## src/rtl/dmem_byte_merge.sv

```systemverilog
// dmem_byte_merge
// Purely combinational byte-lane merge: every lane whose enable is set takes
// the new write data, every other lane keeps the old stored value.
// Ports:
//   old_word  in  DATA_W    word currently held in memory
//   wdata     in  DATA_W    lane-aligned write data
//   byteen    in  DATA_W/8  per-lane write enables
//   merged    out DATA_W    resulting word
module dmem_byte_merge #(
   parameter int DATA_W = 32
) (
   input  logic [DATA_W-1:0]   old_word,
   input  logic [DATA_W-1:0]   wdata,
   input  logic [DATA_W/8-1:0] byteen,
   output logic [DATA_W-1:0]   merged
);

   // Start from the old word and overwrite only the enabled lanes, so an
   // all-zero enable mask simply passes the stored word through (a read).
   always_comb begin
      merged = old_word;
      for (int k = 0; k < DATA_W / 8; k++) begin
         if (byteen[k]) begin
            merged[8*k +: 8] = wdata[8*k +: 8];
         end
      end
   end

endmodule

```

## config.mk

```make
export PLATFORM = sky130hd
export DESIGN_NAME = dmem_byte_merge
export DESIGN_NICKNAME = d
export VERILOG_FILES = /design/src/rtl/dmem_byte_merge.sv
export SDC_FILE = /design/constraint.sdc
export NUM_CORES = 1
export LEC_CHECK = 0
export ABC_AREA = 1
export BUFFER_PORTS_ARGS = -buffer_cell sky130_fd_sc_hd__buf_2
export CAP_MARGIN = 25
export CORE_ASPECT_RATIO = 0.8
export CORE_MARGIN = 4
export CORE_UTILIZATION = 25
export DETAILED_ROUTE_END_ITERATION = 6
export PLACE_DENSITY = 0.95
export SYNTH_ARGS = -nofsm -noshare
export SYNTH_HDL_FRONTEND = slang
export SYNTH_SLANG_ARGS = --single-unit
```

## constraint.sdc

```tcl
create_clock -name vclk -period 1.4
set_input_delay 0.28 -clock vclk [all_inputs]
set_output_delay 0.28 -clock vclk [all_outputs]
set_load 0.1 [all_outputs]
```

==> results of run 1 <==
[logic make-up after synthesis]
logic type	Yosys count	share of synthesized area (%)
buffers and inverters	8	14.3
and+or+nand+nor	96	85.7
[cells in the mapped netlist, drive strengths merged]
library cell	number	area share, %
inv	4	3.6
buf	4	11
nand2	96	86
[through the flow]
| step | instances | hold WS [ns] | worst slack (ns) | area, um^2 |
|---|---|---|---|---|
| after floorplan | 104 | 0.922 | 0.188 | 500 |
| after global placement | 221 | 0.923 | 0.219 | 1460 |
==> results.md, run 1 <==
- The run stopped with a tool error.
- The flow stopped in detailed placement.
- The tool reported: "Error: detail_place.tcl, 38 bad optional access".
- The number of buffer cells added on primary ports is 100.
- In the synthesized netlist, the number of instances is 104.
- During I/O placement, the number of pins put on the boundary was 100.
- The floorplan step set the die height to roughly 45 um.
- Routability-driven placement finished with a final weighted congestion of around 0.77.
- The mean post-synth cell area is slightly above 4 um^2.
- The share of the Yosys chip area taken by registers is 0%.
- The number of nets handed over by synthesis was about 170.
- The synthesis warning total is 0.
- The total standard cell area after synthesis is 420 um^2.
- The count of distinct cell types in the synthesized netlist is 3.
- Once the floorplan was initialized, standard cells occupied about 28% of the core.
- In this run the core area contains 12 standard-cell rows.
- In this run the horizontal extent of the chip is ~54 um.
==> run 2: changes to the inputs <==
CORE_AREA = 4 4 65 67   (was default)
CORE_ASPECT_RATIO = default   (was 0.8)
CORE_MARGIN = default   (was 4)
CORE_UTILIZATION = default   (was 25)
DIE_AREA = 0 0 69 71   (was default)
PLACE_DENSITY = default   (was 0.95)
PLACE_DENSITY_LB_ADDON = 0.15   (was default)
==> results.md, run 2 <==
- Along the worst path, the maximum fanout reaches 9.
- The data required time at the worst endpoint is 1.12 ns.
- Setup repair after global routing left no endpoint under its margin.
- The max-slew violation count came to 0.
- In this run the power density over the cells is 734 nW/um^2.
- Post-CTS repair changed the size of 0 cells.
- The min-delay analysis places its worst path in the category in2out.
- The critical path goes through buf_2 > inv_2 > nand2_1 > nand2_2 > buf_12.
- Ranked by instance count, the synthesized netlist is headed by sky130_fd_sc_hd__nand2_1, sky130_fd_sc_hd__buf_6, sky130_fd_sc_hd__inv_2.
- The sequential cell area fraction in the yosys report is 0% (unchanged).
- The share of cells above drive strength 1 is between 60% and 70%.
- After global routing the overflow that remains totals 0.
- The detailed router finished its first iteration with 31 violations.
- The number of top-level design ports is 100 (unchanged).
- The mean post-synth cell area is 4.04 um^2 (unchanged).
- Including well taps, the total number of placed cells is approximately 250.
- The die covers 4900 um^2.
- For this run, the top clock speed supported by timing is 836 MHz.
- The most area-hungry cell type in the Yosys netlist is sky130_fd_sc_hd__nand2_1.
- Global routing consumed, over all layers together, 9.37% of the routing resources.
- The number of rows in the core area was 22 (+10).
- The relative max-transition margin is 89.3%.
- Yosys attributes the largest share of cell area to sky130_fd_sc_hd__nand2_1, sky130_fd_sc_hd__buf_6, sky130_fd_sc_hd__inv_2.
- The count of cells in the finished layout, fillers not included, comes to around 250.
- The number of nets produced by synthesis is 172 (unchanged).
- For this run, the detailed router's first-pass iteration total came to 3.
- The combined flip-flop and latch cell area is 0 um^2.
- Summed over all nets, the half-perimeter wirelength after detailed placement is 2370 um.
- After detailed routing, the total wire length is 2560 um.
- Max-cap violations in this run came to 0.
- The routed via count is between 900 and 1000.
- Setup violations remaining at the end of the flow were counted as 0.
- Summing all multi-input logic gate instances after layout gives 440 um^2.
- The maximum vdd ir drop is 0.240 mV.
- The area share of the leading cell type in the synthesized netlist was 85.7% (unchanged).
- The number of antenna diodes in the final layout is 0.
- The width of the die is 69 um (+28%).
- The final RePlAce weighted congestion was 0.676 (-12%).
- The gate count of the mapped netlist was 104 (unchanged).
- The area growth from synthesis to layout is 256%.
- The post-detailed-route count of antenna-violating nets is 0.
- The final hold violation count is 0.
- After layout, the design draws a total of 0.00110 W.
- After layout, the worst path uses 85.4% of the clock period.
- The library cell used most frequently in the layout, excluding fill and tap cells, is sky130_fd_sc_hd__buf_2.
- Sequential cells placed in the final layout were counted as 0.
- The total standard cell area after synthesis is 420 um^2 (unchanged).
- The number of vias per cell after detailed routing is 3.79.
- The data arrival time at the worst-slack endpoint is 0.92 ns.
- The classification of the worst setup path is in2out.
- The first global-routing pass estimated roughly 3900 um of wire.
- Leaving out fill and tap cells, the most frequent cells in the layout are sky130_fd_sc_hd__buf_2, sky130_fd_sc_hd__nand2_1, sky130_fd_sc_hd__nand2_2, sky130_fd_sc_hd__buf_12, sky130_fd_sc_hd__inv_2.
- The synthesis warning total is 0 (unchanged).
- The residual DRC count is 0.
- The region available for standard cell placement spans 3630 um^2.
- STA classifies the critical path endpoint as a primary output.
- The number of fillers in the final layout is 399.
- The number of antenna violations at the first check in global routing is 0.
- The critical-path cell with the highest stage delay is sky130_fd_sc_hd__buf_12.
- The chip height was 71 um (+59%).
- The routed length per placed instance is 10.3 um.
- The final-layout clock buffer total is 0.
- The initial cell density of the core came to 11.6% (-17 points).
- In the final timing run, aggregate negative setup slack is 0 ns.
- The number of buffer cells added on primary ports was 100 (unchanged).
- The static power due to leakage is 0.859 nW.
- The final net count is 270.
- The via count of the first global-routing pass came to 823.
- Entering global routing, the biggest net connects 10 pins.
- The worst setup path is launched from a primary input.
- After layout, the minimum clock period comes to 1.20 ns.
- The slew at the pin with the worst max-slew slack is 0.161 ns.
- The number of setup buffers added after CTS is 0.
- sky130_fd_sc_hd__nand2_1 is the most common cell in the netlist.
- In this design, the stage delay of the slowest critical-path cell is around 0.17 ns.
- The run finished with clean final reports.
- Hold repair after CTS inserted 0 buffers.
- The count of distinct cell types in the synthesized netlist is 3 (unchanged).
==> run 2: cell counts after synthesis <==
No cell type changed its count.
==> run 2: layer usage <==
| metal | up-vias | routed length (um) | global-route usage (%) |
|---|---|---|---|
| met5 | - | 0 | 0 |
| met4 | 0 | 0 | 0 |
| met3 | 0 | 325 | 3.13 |
| met2 | 67 | 1070 | 15.0 |
| met1 | 376 | 1160 | 12.9 |
| li1 | 496 | - | - |
==> run 2: power by group <==
group,switching [W],internal (W)
clock network,0,0
logic,0.000712,0.000386
registers,0,0
==> run 2: layout make-up <==
| cell class | instances | share of cell area (%) |
|---|---|---|
| Inverter | 4 | 1.00 |
| Multi-Input combinational cell | 96 | 29.4 |
| Tap cell | 48 | 4.01 |
| Timing Repair Buffer | 100 | 65.6 |
==> run 2: logic make-up (layout without fill, tap and decap cells) <==
logic type / Yosys count / count (layout) / share of synthesized area, %
AND/OR/NAND/NOR: 96 / 96 / 85.7
buffers and inverters: 8 / 104 / 14.3
==> run 2: stage by stage <==
| step | cell area, um^2 | setup WS (ns) | utilization [%] | hold slack, ns |
|---|---|---|---|---|
| 6_report | 1500 | 0.205 | 41.2 | 0.927 |
| 5_1_grt | 1500 | 0.132 | 41.2 | 0.943 |
| 4_1_cts | 1500 | 0.191 | 41.2 | 0.930 |
| 3_5_place_dp | 1500 | 0.194 | 41.2 | 0.929 |
| 3_3_place_gp | 1500 | 0.196 | 41.2 | 0.927 |
| 2_1_floorplan | 500 | 0.188 | - | 0.922 |
==> run 2: final timing paths <==
path	start	end	depth (start not counted)
hold / removal	old_word[6]	merged[6]	4
setup / recovery	byteen[2]	merged[23]	5
==> run 2: worst max-delay path: cells and delay by family <==
kind	cells	cell delay [ns]
and+or+nand+nor	2	0.17
buffers and inverters	3	0.45
(Power assumes the default switching activity.)
